File: src/rtl/music_sequencer.sv
// Song sequencer: walks a synchronous song ROM and drives the tone generator's
// half-period and enable, holding each note for beats x beat_cycles clocks.
module music_sequencer #(
  parameter int ADDR_WIDTH   = 10,
  parameter int PERIOD_WIDTH = 24,
  parameter int BEATS_WIDTH  = 8
) (
  input  logic                                clk,
  input  logic                                rst,
  input  logic                                play,
  input  logic                                pause,
  input  logic                                stop,
  input  logic                                loop_en,
  input  logic [23:0]                         beat_cycles,
  output logic [ADDR_WIDTH-1:0]               rom_addr,
  input  logic [BEATS_WIDTH+PERIOD_WIDTH-1:0] rom_data,
  output logic [PERIOD_WIDTH-1:0]             tone_switch_period,
  output logic                                output_enable,
  output logic                                playing,
  output logic                                paused,
  output logic                                done
);

  typedef enum logic [2:0] {IDLE, FETCH, LOAD, PLAY, PAUSED} state_t;

  state_t                  state, next;
  logic [BEATS_WIDTH-1:0]  beat_cnt;
  logic [23:0]             cycle_cnt;
  logic [23:0]             reload;
  logic [BEATS_WIDTH-1:0]  rom_beats;
  logic [PERIOD_WIDTH-1:0] rom_period;
  logic                    end_marker;
  logic                    note_end;

  assign rom_beats  = rom_data[BEATS_WIDTH+PERIOD_WIDTH-1:PERIOD_WIDTH];
  assign rom_period = rom_data[PERIOD_WIDTH-1:0];
  assign end_marker = (rom_beats == '0);
  // beat_cycles of 0 behaves as 1: one PLAY cycle per beat
  assign reload     = (beat_cycles == '0) ? '0 : beat_cycles - 24'd1;
  assign note_end   = (cycle_cnt == '0) && (beat_cnt == BEATS_WIDTH'(1));

  always_ff @(posedge clk) begin
    if (rst) state <= IDLE;
    else     state <= next;
  end

  always_comb begin
    next = state;
    unique case (state)
      IDLE:    if (play) next = FETCH;
      FETCH:   next = LOAD;
      LOAD: begin
        if (!end_marker)  next = PLAY;
        else if (loop_en) next = FETCH;
        else              next = IDLE;
      end
      PLAY: begin
        if (pause)         next = PAUSED;
        else if (note_end) next = FETCH;
      end
      PAUSED:  if (play) next = PLAY;
      default: next = IDLE;
    endcase
    if (stop) next = IDLE;
  end

  always_ff @(posedge clk) begin
    if (rst) begin
      rom_addr           <= '0;
      tone_switch_period <= '0;
      output_enable      <= 1'b0;
      playing            <= 1'b0;
      paused             <= 1'b0;
      done               <= 1'b0;
      beat_cnt           <= '0;
      cycle_cnt          <= '0;
    end else begin
      playing <= (next == FETCH) || (next == LOAD) || (next == PLAY);
      paused  <= (next == PAUSED);
      done    <= 1'b0;
      if (stop) begin
        rom_addr           <= '0;
        tone_switch_period <= '0;
        output_enable      <= 1'b0;
        beat_cnt           <= '0;
        cycle_cnt          <= '0;
      end else begin
        unique case (state)
          IDLE: if (play) rom_addr <= '0;
          LOAD: begin
            if (end_marker) begin
              rom_addr <= '0;
              if (!loop_en) begin
                done               <= 1'b1;
                output_enable      <= 1'b0;
                tone_switch_period <= '0;
              end
            end else begin
              tone_switch_period <= rom_period;
              output_enable      <= (rom_period != '0);
              beat_cnt           <= rom_beats;
              cycle_cnt          <= reload;
            end
          end
          PLAY: begin
            if (pause) begin
              output_enable <= 1'b0;
            end else if (cycle_cnt == '0) begin
              beat_cnt  <= beat_cnt - BEATS_WIDTH'(1);
              cycle_cnt <= reload;
              if (beat_cnt == BEATS_WIDTH'(1)) rom_addr <= rom_addr + ADDR_WIDTH'(1);
            end else begin
              cycle_cnt <= cycle_cnt - 24'd1;
            end
          end
          PAUSED: if (play) output_enable <= (tone_switch_period != '0);
          default: ;
        endcase
      end
    end
  end

endmodule
File: config.mk
export PLATFORM = sky130hd
export DESIGN_NAME = music_sequencer
export DESIGN_NICKNAME = d
export VERILOG_FILES = /design/src/rtl/music_sequencer.sv
export SDC_FILE = /design/constraint.sdc
export NUM_CORES = 1
export LEC_CHECK = 0
export CORE_MARGIN = 4
export CORE_UTILIZATION = 50
export CTS_CLUSTER_SIZE = 24
export DETAILED_ROUTE_END_ITERATION = 6
export PLACE_DENSITY = 0.8
export SYNTH_ARGS = -nofsm -noshare
export SYNTH_HDL_FRONTEND = slang
export SYNTH_SLANG_ARGS = --single-unit
File: constraint.sdc
create_clock -name clk -period 3.94 [get_ports clk]
set_input_delay 0.788 -clock clk [delete_from_list [all_inputs] [get_ports clk]]
set_output_delay 0.788 -clock clk [all_outputs]
set_load 0.01 [all_outputs]
==> results of run 1 <==
-- routing by layer --
layer | routed length (µm) | global-route usage (%) | vias up
li1 | - | - | 2169
met1 | 5177 | 31.98 | 2178
met2 | 6151 | 39.77 | 168
met3 | 727 | 4.909 | 21
met5 | 0 | 0 | -
met4 | 197 | 9.874 | 0
-- worst paths after layout --
path | startpoint | endpoint | slack, ns | cells past startpoint
worst max-delay path | beat_cycles[0] | cycle_cnt[7] | 0.68 | 9
worst min register to register | output_enable | output_enable | 0.46 | 2
worst max register to register | cycle_cnt[0] | cycle_cnt[0] | 0.77 | 8
worst min-delay path | output_enable | output_enable | 0.46 | 2
-- synthesized netlist by cell type (all sizes together) (11+ instances only) --
cell	number
nand2	45
a21oi	44
nor4	28
nor3	25
dfxtp	73
nor2	82
nand3	13
xor2	11
o21ai	40
xnor2	14
or4	11
a22oi	27
clkbuf	25
-- registers in the layout, summed over array words and instances (netlist names) --
name and cells:
beat_cnt 8, cycle_cnt 24, done 1, output_enable 1, paused 1, playing 1
rom_addr 10, state 3, tone_switch_period 24
-- cell families (layout without fill, tap and decap cells) --
group / Yosys count / in the layout
buf+inv: 41 / 132
simple gates: 247 / 247
xor+xnor: 25 / 25
flops: 73 / 73
mux: 1 / 1
fa+ha+maj: 5 / 5
compound gates: 151 / 151
-- layout make-up --
cell class,instances,share of cell area (%)
clock buffers,13,3.279
clock inverters,3,0.4127
inverters,9,0.6191
multi-input cells,429,47.01
flip-flops and latches,73,26.78
well taps,105,2.408
repair buffers,107,19.49
-- metrics by stage --
step,util [%],hold slack [ns],total power (W)
4_1_cts,66.74,0.4611,0.001531
2_1_floorplan,-,0.4291,0.0008568
6_report,66.74,0.4618,0.001526
3_5_place_dp,64.28,0.4496,0.0009633
3_3_place_gp,64.28,0.4433,0.0009605
5_1_grt,66.74,0.4954,0.001585
-- power groups by stage --
stage / Combinational (W) / Clock [W] / Sequential [W]
4_1_cts: 0.000199 / 0.000584 / 0.000748
6_report: 0.000201 / 0.000577 / 0.000748
3_3_place_gp: 0.000196 / 0 / 0.000765
2_1_floorplan: 0.0000932 / 0 / 0.000764
3_5_place_dp: 0.000198 / 0 / 0.000765
5_1_grt: 0.000218 / 0.000618 / 0.000749
-- critical path, stage by stage --
cell             delay, ns
clkdlybuf4s50_1       0.43
inv_1                 0.09
ha_1                  0.19
or4b_1                0.55
or3_1                 0.55
nor3_4                0.25
nor3_2                0.16
a222oi_1              0.37
nor2_1                0.08
==> run_results.csv, run 1 <==
group,metric,value,unit
sta,maxSlewViolCount,0,
power_and_ir_drop,p_int,0.001139,W
placement,dp_slack,0.3385,ns
critical_path,cp-end-kind,"flop",
placement,gp_congestion,0.8964,
hold_path,worstHoldPathType,"flop to flop",
clocking,clock_path_buffers,2,
cells_and_area,layout.cells.non_filler,739,
sta,max-slew-margin-rel,14.76,%
placement,dpl-instance-area,5255,µm²
cells_and_area,final_cell_area,5456,µm²
cells_and_area,multi_input_area,2565,µm²
floorplan,ios,100,
critical_path,start_kind,"primary input",
logic_synthesis,synth_nets,610,
detailed_routing,drtPass1Iterations,5,
logic_synthesis,synth_xor_area_share,5.213,%
clocking,cts_buffers,9,
sta,finalCritPeriodShare,82.63,%
sta,rsz0062_at_grt,"false",
global_routing,grt_pass1_wl,20.16,mm
placement,dp_hpwl,9.050,mm
sta,fin_ws,0.6843,ns
detailed_routing,vias_per_cell,6.138,
logic_synthesis,synth_edf_count,0,
floorplan,die_w,99.66,µm
logic_synthesis,synth.mux.area_fraction,0.2383,%
power_and_ir_drop,vdd_ir_drop_max,0.1622,mV
detailed_routing,vias,4536,
clocking,h-tree-depth,3,
detailed_routing,routed_wl,12.25,mm
critical_path,cp_max_fo,13,
logic_synthesis,ys_ff_latch,73,
sta,period_needed,3.256,ns
power_and_ir_drop,power_frac_comb,13.2,%
cells_and_area,final_cell_mix,"clkdlybuf4s50_1 (99), nor2_1 (81), dfxtp_1 (73)",
logic_synthesis,synth_area,4200,µm²
detailed_routing,final_antenna_net_count,0,
detailed_routing,drc,0,
cells_and_area,n_antenna_cell,0,
floorplan,core_area,8175,µm²
clocking,cts.sinks,73,
cells_and_area,nFillCells,688,
global_routing,antenna_found_initial,0,
clocking,root_buffer,"clkbuf_8",
global_routing,grt_pass1_vias,4312,
clocking,cts_hold_buf,0,
placement,dp_cells,723,
floorplan,die_y,99.66,µm
flow_run,maxCapViolations,0,
logic_synthesis,synth-simple-area-share,30.92,%
logic_synthesis,yosys.area.top_type,"dfxtp_1",
logic_synthesis,ys_seq_area_share,34.79,%
power_and_ir_drop,seqPwrFrac,49.0,%
clocking,clk_latency,0.34,ns
cells_and_area,fin_nets,696,
logic_synthesis,synthAdderAreaFrac,1.489,%
floorplan,rows,33,
power_and_ir_drop,p_per_area,279.7,nW/µm²
clocking,clk_pin_slew,0.07,ns
run_status,outcome,"complete, no violations",
critical_path,cp.required,4.15,ns
power_and_ir_drop,swShare,25.34,%
power_and_ir_drop,p_clk_share,37.8,%
logic_synthesis,yosysWarningCount,0,
logic_synthesis,synth_ff_type,"dfxtp_1",
logic_synthesis,synth_cells,543,
global_routing,grt_overflow,0,
sta,fmax,307.2,MHz
sta,tightestPinTransition,1.269,ns
cells_and_area,syn_to_final_growth,29.91,%
sta,finalClockSkew,0.009384,ns
sta,finalHoldViolCount,0,
cells_and_area,drive_gt1_share,7.098,%
logic_synthesis,synth-compound-area-share,23.21,%
critical_path,crit_type,"primary input to flop",
power_and_ir_drop,p_leak,1.817,nW
logic_synthesis,synth_cell_types,62,
clocking,cts_resized,0,
sta,setup-tns-final,0,ns
floorplan,start_util,51.38,%
floorplan,dieArea,9931,µm²
detailed_routing,post_drt_wl_per_cell,16.58,µm
clocking,cts_setup_buffers,0,
clocking,cts_tree,"yes",
cells_and_area,final_common_cell,"clkdlybuf4s50_1",
logic_synthesis,synth_top_family_by_area,"simple AND/OR/NAND/NOR gates",
placement,port_buffers,99,
critical_path,worstPathArrival,3.47,ns
sta,finalSetupViolCount,0,
logic_synthesis,yosys-top-cells-area,"dfxtp_1 (35%), nor2_1 (7.2%), a21oi_1 (5.1%)",
logic_synthesis,synthArstFlopShare,0,%
logic_synthesis,synth.top_cell.area_share,34.79,%
power_and_ir_drop,switching_power,0.0003867,W
logic_synthesis,avgSynthCellArea,7.735,µm²
detailed_routing,detail_route.iter0.violations,299,
cells_and_area,seq_area,1461,µm²
global_routing,grt_usage,24.53,%
global_routing,grt_max_degree,37,
Power figures use the tool's default switching activity.
==> run 2, diff against run 1 <==
--- a/config.mk
+++ b/config.mk
@@ -6,10 +6,10 @@
 export NUM_CORES = 1
 export LEC_CHECK = 0
 export CORE_MARGIN = 4
-export CORE_UTILIZATION = 50
+export CORE_UTILIZATION = 45
 export CTS_CLUSTER_SIZE = 24
 export DETAILED_ROUTE_END_ITERATION = 6
-export PLACE_DENSITY = 0.8
+export PLACE_DENSITY = 0.76
 export SYNTH_ARGS = -nofsm -noshare
 export SYNTH_HDL_FRONTEND = slang
 export SYNTH_SLANG_ARGS = --single-unit
==> constraint.sdc (replaced) <==
create_clock -name clk -period 2.7 [get_ports clk]
set_input_delay 0.54 -clock clk [delete_from_list [all_inputs] [get_ports clk]]
set_output_delay 0.54 -clock clk [all_outputs]
set_load 0.01 [all_outputs]
==> run_results.csv, run 2 (synthesis gave the netlist of run 1 again) <==
group,metric,value,unit
sta,tightestPinTransition,0.7349,ns
sta,fmax,381.6,MHz
cells_and_area,drive_gt1_share,14.85,%
critical_path,cp-end-kind,"flop",
floorplan,die_w,104.6,µm
placement,dp_hpwl,9.758,mm
clocking,h-tree-depth,3,
cells_and_area,n_antenna_cell,0,
detailed_routing,routed_wl,13.06,mm
placement,port_buffers,99,
cells_and_area,fin_nets,750,
sta,rsz0062_at_grt,"false",
critical_path,crit_type,"primary input to flop",
placement,dp_slack,-0.3532,ns
detailed_routing,drc,2,
global_routing,antenna_found_initial,0,
detailed_routing,detail_route.iter0.violations,334,
clocking,clock_path_buffers,2,
sta,finalClockSkew,0.007655,ns
run_status,violations,"DRC",
clocking,cts_buffers,9,
clocking,clk_latency,0.34,ns
global_routing,grt_overflow,0,
floorplan,ios,100,
clocking,cts.sinks,73,
power_and_ir_drop,p_per_area,380.5,nW/µm²
sta,max-slew-margin-rel,50.74,%
global_routing,grt_pass1_wl,21.58,mm
sta,setup-tns-final,0,ns
run_status,outcome,"finished, violations left",
flow_run,maxCapViolations,0,
critical_path,worstPathArrival,2.89,ns
clocking,cts_tree,"yes",
cells_and_area,syn_to_final_growth,40.54,%
power_and_ir_drop,p_leak,2.082,nW
global_routing,grt_usage,23.33,%
floorplan,start_util,47.24,%
floorplan,core_area,8891,µm²
detailed_routing,vias,4714,
detailed_routing,drtPass1Iterations,7,
cells_and_area,final_cell_mix,"clkdlybuf4s50_1 (99), nor2_1 (81), dfxtp_1 (73)",
critical_path,cp.required,2.97,ns
clocking,clk_pin_slew,0.07,ns
critical_path,start_kind,"primary input",
cells_and_area,final_common_cell,"clkdlybuf4s50_1",
floorplan,dieArea,10940,µm²
power_and_ir_drop,vdd_ir_drop_max,0.2895,mV
sta,period_needed,2.620,ns
placement,gp_congestion,0.8643,
floorplan,rows,34,
global_routing,grt_pass1_vias,4593,
sta,maxSlewViolCount,0,
sta,fin_ws,0.07974,ns
detailed_routing,vias_per_cell,5.930,
floorplan,die_y,104.6,µm
sta,finalCritPeriodShare,97.05,%
hold_path,worstHoldPathType,"flop to flop",
detailed_routing,final_antenna_net_count,0,
sta,finalSetupViolCount,0,
sta,finalHoldViolCount,0,
sta,hold_ws,0.4656,ns
critical_path,cp_max_fo,6,
clocking,root_buffer,"clkbuf_8",
global_routing,grt_max_degree,58,
cells_and_area,reg_top3,"cycle_cnt: 24 flops, tone_switch_period: 24 flops, rom_addr: 10 flops",
detailed_routing,post_drt_wl_per_cell,16.43,µm
run 2: where the power goes:
group	total [W]	internal (W)	switching, W
Sequential	0.00109	0.00108	0.00000606
Clock	0.000806	0.000418	0.000388
Combinational	0.000350	0.000187	0.000163
Total	0.00225	0.00169	0.000557
run 2: per-layer routing:
metal	vias to the layer above	routed length [µm]	GRT usage [%]
met5	-	0	0
met1	2223	5484	29.56
met4	0	296	8.903
met3	28	829	4.686
li1	2279	-	-
met2	184	6449	39.30
run 2: worst paths after layout:
path	from	end	slack, ns	depth (start not counted)
hold / removal	cycle_cnt[22]	cycle_cnt[22]	0.47	2
setup / recovery	beat_cycles[10]	cycle_cnt[23]	0.08	8
setup reg to reg	cycle_cnt[0]	cycle_cnt[16]	0.16	7
hold reg to reg	cycle_cnt[22]	cycle_cnt[22]	0.47	2
run 2: layout make-up:
type / instances / area, µm²
inverters: 9 / 33.78
well taps: 108 / 135.1
flip-flops and latches: 73 / 1461
multi-input cells: 429 / 2604
repair buffers: 161 / 1493
clock inverters: 4 / 45.04
clock buffers: 11 / 131.4
fillers: 732 / 2988
run 2: critical path: stages:
cell,delay (ns)
clkdlybuf4s50_1,0.43
or4_1,0.58
or4_1,0.54
buf_4,0.18
nor4_2,0.16
xor2_1,0.21
a32oi_1,0.09
a21oi_1,0.16
run 2: timing repair:
| action | CTS | global route |
|---|---|---|
| endpoints found under the setup margin | 5 | 25 |
| setup buffers | 0 | 0 |
| pin swaps | 0 | 1 |
| gates resized for setup | 1 | 11 |
| hold buffers | 0 | 0 |
run 2: stage by stage:
| stage | total power, W | instance area [µm²] | std cells | util, % |
|---|---|---|---|---|
| finish | 0.002246 | 5903 | 795 | 66.39 |
| detailed placement | 0.001455 | 5679 | 780 | 63.88 |
| global placement | 0.001451 | 5679 | 780 | 63.88 |
| floorplan | 0.001250 | 4203 | 543 | - |
| global route | 0.002343 | 5903 | 795 | 66.39 |
| CTS | 0.002248 | 5861 | 795 | 65.92 |
